`src/rtl/wb_ram_pkg.sv`:
```
// Shared definitions for the RAM test master: modes, FSM encoding and
// the RAM block address layout.
package wb_ram_pkg;

  localparam int RAM_WORDS = 512;
  localparam int NUM_RAMS  = 4;
  localparam int WORD_AW   = 9;   // ADR[8:0]: word address
  localparam int RSVD_AW   = 2;   // ADR[10:9]: reserved, driven 0
  localparam int ADR_W     = WORD_AW + RSVD_AW;

  localparam logic MODE_FILL  = 1'b0;
  localparam logic MODE_CHECK = 1'b1;

  typedef enum logic [1:0] {
    ST_IDLE,
    ST_REQ,
    ST_GAP,
    ST_FIN
  } state_e;

endpackage

```
`src/rtl/wb_ram_test_master_ack_timeout.sv`:
```
// Loadable down-counter that flags a missing ACK after TIMEOUT_CYC cycles
// spent waiting in a request.
module wb_ack_timeout #(
  parameter int TIMEOUT_CYC = 255
) (
  input  logic WBs_CLK_i,
  input  logic WBs_RST_i,
  input  logic start_i,
  input  logic clear_i,
  output logic expired_o
);

  localparam int CW = $clog2(TIMEOUT_CYC + 1);

  logic [CW-1:0] cnt_q, cnt_d;
  logic          armed_q, armed_d;

  // NOTE: every variable gets its hold value first, so no path through the
  // block leaves it unassigned and no latch is inferred.
  always_comb begin
    cnt_d   = cnt_q;
    armed_d = armed_q;
    if (clear_i) begin
      cnt_d   = '0;
      armed_d = 1'b0;
    end else if (start_i) begin
      cnt_d   = CW'(TIMEOUT_CYC - 1);
      armed_d = 1'b1;
    end else if (armed_q && cnt_q != '0) begin
      cnt_d = cnt_q - 1'b1;
    end
  end

  always_ff @(posedge WBs_CLK_i or posedge WBs_RST_i) begin
    if (WBs_RST_i) begin
      cnt_q   <= '0;
      armed_q <= 1'b0;
    end else begin
      cnt_q   <= cnt_d;
      armed_q <= armed_d;
    end
  end

  // Loaded with TIMEOUT_CYC-1 on entry, so it fires in the TIMEOUT_CYC-th REQ cycle.
  assign expired_o = armed_q && (cnt_q == '0);

endmodule

```
`src/rtl/wb_ram_test_master.sv`:
```
// Wishbone initiator that fills one of the four RAMs with seed+i or reads it
// back and counts words that differ from seed+i.
module wb_ram_test_master
  import wb_ram_pkg::*;
#(
  parameter int ADDRWIDTH   = 9,
  parameter int DATAWIDTH   = 32,
  parameter int TIMEOUT_CYC = 255
) (
  input  logic                 WBs_CLK_i,
  input  logic                 WBs_RST_i,
  input  logic                 cmd_start_i,
  input  logic                 cmd_mode_i,
  input  logic [1:0]           cmd_ram_sel_i,
  input  logic [ADDRWIDTH-1:0] cmd_base_i,
  input  logic [ADDRWIDTH:0]   cmd_len_i,
  input  logic [DATAWIDTH-1:0] cmd_seed_i,
  output logic                 busy_o,
  output logic                 done_o,
  output logic [ADDRWIDTH:0]   err_cnt_o,
  output logic                 first_err_vld_o,
  output logic [ADDRWIDTH-1:0] first_err_adr_o,
  output logic                 timeout_o,
  output logic [ADDRWIDTH+1:0] WBm_ADR_o,
  output logic [NUM_RAMS-1:0]  WBm_RAM_CYC_o,
  output logic [3:0]           WBm_BYTE_STB_o,
  output logic                 WBm_WE_o,
  output logic                 WBm_STB_o,
  output logic [DATAWIDTH-1:0] WBm_DAT_o,
  input  logic [DATAWIDTH-1:0] WBm_DAT_i,
  input  logic                 WBm_ACK_i
);

  localparam logic [ADDRWIDTH:0] LEN_ONE = 1;

  state_e               state_q, state_d;
  logic                 mode_q, mode_d;
  logic [1:0]           sel_q, sel_d;
  logic [ADDRWIDTH-1:0] adr_q, adr_d;
  logic [DATAWIDTH-1:0] pat_q, pat_d;
  logic [ADDRWIDTH:0]   rem_q, rem_d;
  logic [ADDRWIDTH:0]   err_cnt_q, err_cnt_d;
  logic                 err_vld_q, err_vld_d;
  logic [ADDRWIDTH-1:0] err_adr_q, err_adr_d;
  logic                 timeout_q, timeout_d;

  logic tmo_start, tmo_clear, tmo_expired;
  logic bus_act;

  always_comb begin
    state_d   = state_q;
    mode_d    = mode_q;
    sel_d     = sel_q;
    adr_d     = adr_q;
    pat_d     = pat_q;
    rem_d     = rem_q;
    err_cnt_d = err_cnt_q;
    err_vld_d = err_vld_q;
    err_adr_d = err_adr_q;
    timeout_d = timeout_q;
    unique case (state_q)
      ST_IDLE: begin
        if (cmd_start_i) begin
          mode_d    = cmd_mode_i;
          sel_d     = cmd_ram_sel_i;
          adr_d     = cmd_base_i;
          pat_d     = cmd_seed_i;
          rem_d     = cmd_len_i;
          err_cnt_d = '0;
          err_vld_d = 1'b0;
          err_adr_d = '0;
          timeout_d = 1'b0;
          state_d   = (cmd_len_i == '0) ? ST_FIN : ST_REQ;
        end
      end
      ST_REQ: begin
        if (WBm_ACK_i) begin
          if (mode_q == MODE_CHECK && WBm_DAT_i != pat_q) begin
            err_cnt_d = err_cnt_q + 1'b1;
            if (!err_vld_q) begin
              err_vld_d = 1'b1;
              err_adr_d = adr_q;
            end
          end
          // Word address wraps naturally in ADDRWIDTH bits.
          adr_d   = adr_q + 1'b1;
          pat_d   = pat_q + 1'b1;
          rem_d   = rem_q - 1'b1;
          state_d = (rem_q == LEN_ONE) ? ST_FIN : ST_GAP;
        end else if (tmo_expired) begin
          timeout_d = 1'b1;
          state_d   = ST_FIN;
        end
      end
      // The responder only re-acknowledges after seeing STB low for a cycle.
      ST_GAP:  state_d = ST_REQ;
      ST_FIN:  state_d = ST_IDLE;
      default: state_d = ST_IDLE;
    endcase
  end

  assign tmo_start = (state_d == ST_REQ) && (state_q != ST_REQ);
  assign tmo_clear = (state_d != ST_REQ);

  wb_ack_timeout #(
    .TIMEOUT_CYC(TIMEOUT_CYC)
  ) u_ack_timeout (
    .WBs_CLK_i (WBs_CLK_i),
    .WBs_RST_i (WBs_RST_i),
    .start_i   (tmo_start),
    .clear_i   (tmo_clear),
    .expired_o (tmo_expired)
  );

  // NOTE: asynchronous reset drops the bus immediately; non-blocking
  // assignments keep every register sampling pre-edge values.
  always_ff @(posedge WBs_CLK_i or posedge WBs_RST_i) begin
    if (WBs_RST_i) begin
      state_q   <= ST_IDLE;
      mode_q    <= MODE_FILL;
      sel_q     <= '0;
      adr_q     <= '0;
      pat_q     <= '0;
      rem_q     <= '0;
      err_cnt_q <= '0;
      err_vld_q <= 1'b0;
      err_adr_q <= '0;
      timeout_q <= 1'b0;
    end else begin
      state_q   <= state_d;
      mode_q    <= mode_d;
      sel_q     <= sel_d;
      adr_q     <= adr_d;
      pat_q     <= pat_d;
      rem_q     <= rem_d;
      err_cnt_q <= err_cnt_d;
      err_vld_q <= err_vld_d;
      err_adr_q <= err_adr_d;
      timeout_q <= timeout_d;
    end
  end

  // Bus outputs are decoded from registers only and are all-zero outside a burst.
  assign bus_act        = (state_q == ST_REQ) || (state_q == ST_GAP);
  assign WBm_RAM_CYC_o  = bus_act ? (NUM_RAMS'(1) << sel_q) : '0;
  assign WBm_STB_o      = (state_q == ST_REQ);
  assign WBm_WE_o       = bus_act && (mode_q == MODE_FILL);
  assign WBm_BYTE_STB_o = bus_act ? 4'hF : 4'h0;
  assign WBm_ADR_o      = bus_act ? {{RSVD_AW{1'b0}}, adr_q} : '0;
  assign WBm_DAT_o      = (bus_act && mode_q == MODE_FILL) ? pat_q : '0;

  assign busy_o          = bus_act;
  assign done_o          = (state_q == ST_FIN);
  assign err_cnt_o       = err_cnt_q;
  assign first_err_vld_o = err_vld_q;
  assign first_err_adr_o = err_adr_q;
  assign timeout_o       = timeout_q;

endmodule

```
`config.mk`:
```
export PLATFORM = sky130hd
export DESIGN_NAME = wb_ram_test_master
export DESIGN_NICKNAME = d
export VERILOG_FILES = /design/src/rtl/wb_ram_pkg.sv /design/src/rtl/wb_ram_test_master_ack_timeout.sv /design/src/rtl/wb_ram_test_master.sv
export SDC_FILE = /design/constraint.sdc
export NUM_CORES = 1
export LEC_CHECK = 0
export ABC_CLOCK_PERIOD_IN_PS = 7600
export BUFFER_PORTS_ARGS = -buffer_cell sky130_fd_sc_hd__clkbuf_2
export CAP_MARGIN = 20
export CORE_ASPECT_RATIO = 0.7
export CORE_MARGIN = 5
export CORE_UTILIZATION = 45
export CTS_BUF_LIST = sky130_fd_sc_hd__clkbuf_16
export DETAILED_ROUTE_END_ITERATION = 12
export PLACE_DENSITY = 0.71
export REMOVE_ABC_BUFFERS = 1
export SYNTH_ARGS = -nofsm -noshare
export SYNTH_HDL_FRONTEND = slang
export SYNTH_SLANG_ARGS = --single-unit
```
`constraint.sdc`:
```
create_clock -name WBs_CLK_i -period 7.6 [get_ports WBs_CLK_i]
set_input_delay 0.76 -clock WBs_CLK_i [delete_from_list [all_inputs] [get_ports WBs_CLK_i]]
set_output_delay 0.76 -clock WBs_CLK_i [all_outputs]
set_load 0.01 [all_outputs]
```
== After elaboration in Yosys (flattened, before gate mapping) ==
Cells that the tools add are included.
Storage, ports and cells
  register bits after elaboration: 86
  output and inout port bits: 76
Operators by class
  add/subtract/negate cells: 5
  equality and inequality tests: 14
  shifts and indexed selects: 1
  multiplexer cells: 40
  bitwise logic cells: 1
  reductions and logical operators: 18
Operator list (number)
  two-way mux 32 bit: 3
  one-hot mux 32 bit (2 select lines): 1
  two-way mux 9 bit: 7
  two-way mux 10 bit: 5
  one-hot mux 10 bit (2 select lines): 2
  one-hot mux 9 bit (2 select lines): 2
  adder 32 x 1 -> 32 bit, second input constant: 1
  != test 32 bit: 1
  two-way mux 8 bit: 3
  adder 10 x 1 -> 10 bit, second input constant: 1
  == test 10 x 1 -> 1 bit, second input constant: 1
  logical NOT 10 bit: 1
  != test 2 x 1 -> 1 bit, second input constant: 5
  subtractor 10 x 1 -> 10 bit, second input constant: 1
  adder 9 x 1 -> 9 bit, second input constant: 1
  logical NOT 8 bit: 1
  two-way mux 1 bit: 8
  two-way mux 2 bit: 4
  two-way mux 4 bit: 2
  one-hot mux 2 bit (4 select lines): 1
  AND reduction 4 bit: 2
  nonzero test 8 bit: 1
  subtractor 8 x 1 -> 8 bit, second input constant: 1
  != test 2 bit, second input constant: 3
  other kinds (13): 21

== Longest topological paths before layout ==
  word-level depth: 9
  depth in mapped cells: 11
  gate-level depth less buffers: 8

== Cells and area by module ==
Synthesis repeated with hierarchy kept, for this count alone.
Second synthesis, totals
  cell total of the unflattened synthesis: 683
  area, all modules: 5893.2 um2
By module, submodules not included
  wb_ram_test_master: instances 1, cells each 634, area each 5407.7 um2, sequential area each 1926.8 um2
  wb_ack_timeout: instances 1, cells each 49, area each 485.5 um2, sequential area each 225.2 um2

== Least setup slack after synthesis ==
No wires, ideal clock.
  kind: register to output
  start: reg state_q[1]
  end: out WBm_DAT_o[22]
  arrival time: 1.622 ns
  path slack: 5.218 ns
  cell stages (with the launch flop): 6
  buffers on the path: 1
  cells stage by stage: dfrtp_1 -> inv_1 -> ha_1 -> nor2b_1 -> clkbuf_1 -> and2_1
On the way
  longest elaborated chain between the ends: 4
RTL lines
  from (decl): line wb_ram_test_master.sv:36  | state_e state_q, state_d;
  from (signal assigned): line wb_ram_test_master.sv:130  | state_q <= state_d;
  == test 2 x 1 -> 1 bit / == test 2 bit (equally long branches): line wb_ram_test_master.sv:144  | assign bus_act = (state_q == ST_REQ) || (state_q == ST_GAP);
  logical OR 1 bit (*): line wb_ram_test_master.sv:144
  net busy_o: line wb_ram_test_master.sv:18  | output logic busy_o,
  logical AND 1 bit (*)
  net WBm_WE_o: line wb_ram_test_master.sv:27  | output logic WBm_WE_o,
  two-way mux 32 bit (*): line wb_ram_test_master.sv:150  | assign WBm_DAT_o = (bus_act && mode_q == MODE_FILL) ? pat_q : '0;
  to (decl): line wb_ram_test_master.sv:29  | output logic [DATAWIDTH-1:0] WBm_DAT_o,
Mark *: on every way through the listed nets, which the timed path passes. The rest lies on a longest branch.

== Final worst setup path ==
  start: reg state_q[1]
  end: reg err_cnt_q[9] (netlist: err_cnt_o[9])
On the way
  longest elaborated chain between the ends: 3
RTL lines
  == test 2 x 1 -> 1 bit / logical NOT 2 bit (equally long branches): line wb_ram_test_master.sv:61  | unique case (state_q)
  != test 2 x 1 -> 1 bit (no line), or another cell as far along
  AND reduction 4 bit (no line)
  to (signal assigned): line wb_ram_test_master.sv:136  | err_cnt_q <= err_cnt_d;
  to (decl): line wb_ram_test_master.sv:42  | logic [ADDRWIDTH:0] err_cnt_q, err_cnt_d;
Several ways; a longest one is shown, not always the timed one.
A chain may end at the register's enable or synchronous reset.

==> out/metrics.yaml <==
run_status:
  status: "finished, final reports clean"
placement:
  dp_hpwl_um: 12500
  io_buffers: 163
  place_ws_ns: 4.50
  globalplace.congestion: 0.886
layout:
  final_common_cell: "clkbuf_2"
  layout-drive-gt1-share: 0.289
  n_antenna_cell: 0
  syn_to_final_growth_pct: 18.8
  layout_common_cells: "clkbuf_2, dfrtp_1, a21oi_1"
  final_net_count: 883
  fillers: 1166
grt:
  grt_max_degree: 87
  overflow: 0
  grt_pass1_wl_um: 28500
  grt_pass1_vias: 5534
  grtUsageTotal: 0.225
  antenna_found_initial: 0
drt:
  dr.pass1.iters: 5
  finalWirelength_um: 17500
  routedWlPerCell_um: 18.4
  via_count: 5660
  postRouteAntennaNets: 0
  avgViaCountPerCell: 5.96
  drc_errors: 0
  drtIter0Drc: 500
synthesis:
  synth_seq_cells: 86
  synthArstFlopShare: 1.00
  synth_seq_area_share: 0.371
  syn_area_sq_um: 5810
  syn_avg_cell_area_sq_um: 8.85
  synth_edf_count: 0
  netlist_instances: 656
  synth_cell_types: 69
  synth-main-ff-cell: "dfrtp_1"
  ys_warn_count: 0
floorplanning:
  core-area_sq_um: 12500
  io_pins: 166
  die_w_um: 146
  rows: 34
  die_area_sq_um: 15300
  die_h_um: 105
  start_util: 0.463
run:
  drv_cap: 0
power:
  ir_worst_vdd_mv: 0.222
  p_leak_nw: 3.26
  p_per_area_nw_per_um2: 471
sta:
  maxSlewViolCount: 0
  worst_slew_pin_slew_ns: 0.923
  hold_violations: 0
  rsz0062_at_grt: "false"
  final.setup.worst_slack_ns: 4.46
  finalCritPeriodShare: 0.413
  relSlewSlack: 0.385
  timing.setup.tns_ns: 0
  max_freq_mhz: 319
  min_period_ns: 3.14
  setup_violations: 0
  clock-skew-final_ns: 0.00792
worst_setup_path:
  start_kind: "register"
  cp-end-kind: "register"
  critPathSlowestCell: "buf_4"
  crit_path_max_fanout: 84
  cp_cell_sequence: "inv_1, ha_2, buf_4, a21oi_1, o21a_2, buf_4, and3_1, and4b_1, a211o_1"
  critPathRequiredTime_ns: 7.83
  worst-setup-path-type: "reg2reg"
  crit_arrival_ns: 3.37
  max_stage_delay_ns: 0.71
  cp_common_cell: "buf_4"
clocking:
  numCtsBuffers: 9
  cts_tree: "built"
  hold_buffers: 0
  clockBufferDepth: 2
  htree_levels: 3
  clk_latency_ns: 0.35
  clk_pin_slew_worst_paths_ns: 0.06
  cts_num_sinks: 86
  post_cts_buffers: 0
  cts-root-buf: "clkbuf_16"
  cts.repair.resized: 0
worst_hold_path:
  worstHoldPathType: "in2async"
-- final cells by class --
class / instances / area (sq um) / share of cell area
repair buffers: 170 / 888 / 0.129
inverters: 15 / 57.6 / 0.00834
well taps: 162 / 203 / 0.0294
flip-flops and latches: 86 / 2150 / 0.312
multi-input cells: 501 / 3300 / 0.478
clock inverters: 7 / 75.1 / 0.0109
clock buffers: 9 / 225 / 0.0326
-- path summary, 6_finish.rpt --
path / slack (ns) / cells after the start / to / from
min in group WBs_CLK_i: 0.50 / 1 / first_err_adr_o[2] / first_err_adr_o[2]
hold reg to reg: 0.50 / 1 / first_err_adr_o[2] / first_err_adr_o[2]
setup reg to reg: 4.46 / 9 / err_cnt_o[9] / state_q[1]
hold / removal: 0.41 / 3 / sel_q[1] / WBs_RST_i
max in group asynchronous: 6.54 / 4 / state_q[1] / WBs_RST_i
setup / recovery: 4.46 / 9 / err_cnt_o[9] / state_q[1]
-- cells by family after synthesis --
group                    synth area share
buffers and inverters              0.0648
adder cells (fa/ha/maj)            0.0215
multiplexers                       0.0299
AO/OA/AOI/OAI                       0.205
other                            0.000646
XOR/XNOR                           0.0657
AND/OR/NAND/NOR                     0.242
flip-flops                          0.371
-- sequential cells by signal, indices dropped and copies added (netlist names) --
register / flops
u_ack_timeout.cnt_q: 8
mode_q: 1
rem_q: 10
first_err_vld_o: 1
state_q: 2
sel_q: 2
u_ack_timeout.armed_q: 1
err_cnt_o: 10
pat_q: 32
adr_q: 9
timeout_o: 1
first_err_adr_o: 9
-- routing by layer --
metal / vias to the layer above / GRT usage / share of wire
met5: - / 0 / 0
met4: 0 / 0.0413 / 0.0098
met3: 20 / 0.0545 / 0.066
met2: 218 / 0.357 / 0.47
met1: 2771 / 0.319 / 0.46
li1: 2651 / - / -
-- power breakdown --
part | leakage [nW] | internal [mW] | total, mW | switching [mW]
clock | 0.149 | 0.256 | 0.451 | 0.194
sequential | 1.06 | 0.683 | 1.04 | 0.359
combinational | 2.05 | 0.730 | 1.76 | 1.03
-- worst max-delay path, delay by kind of cell, from the launching register on --
kind,cells,cell delay [ns]
AOI/OAI and AO/OA,3,0.71
adders and majority gates,1,0.20
buffers and inverters,3,1.21
DFF,1,0.39
and+or+nand+nor,2,0.46
-- stage by stage --
step / util / std cells / hold slack [ns] / cell area [sq um] / power, mW
after global placement: 0.524 / 933 / 0.484 / 6570 / 2.70
after CTS: 0.548 / 949 / 0.504 / 6870 / 3.24
after detailed placement: 0.524 / 933 / 0.492 / 6570 / 2.78
final: 0.550 / 950 / 0.407 / 6900 / 3.25
after global routing: 0.550 / 950 / 0.429 / 6900 / 3.51
after floorplan: - / 602 / 0.500 / 5490 / 2.15
-- cell usage after synthesis (all sizes together) (4+ instances only) --
master  count  area, sq um
nand4      16          106
and2       44          280
ha         10          125
xnor2      36          364
clkbuf     23         86.3
a211o       4         35.0
a221o       4         40.0
mux2i      14          140
a31oi       8         50.1
nor2       22         82.6
dfrtp      86         2150
nand3      40          205
a21oi      59          303
buf        32          234
nor4       12          133
and3       31          196
a31o        4         35.0
a22oi       6         45.0
a32o        8         90.1
nand2      49          184
o21ai      41          209
inv        14         52.6
nor3       16         85.1
nor3b       5         37.5
o22ai      33          206
(Power assumes the default switching activity.)
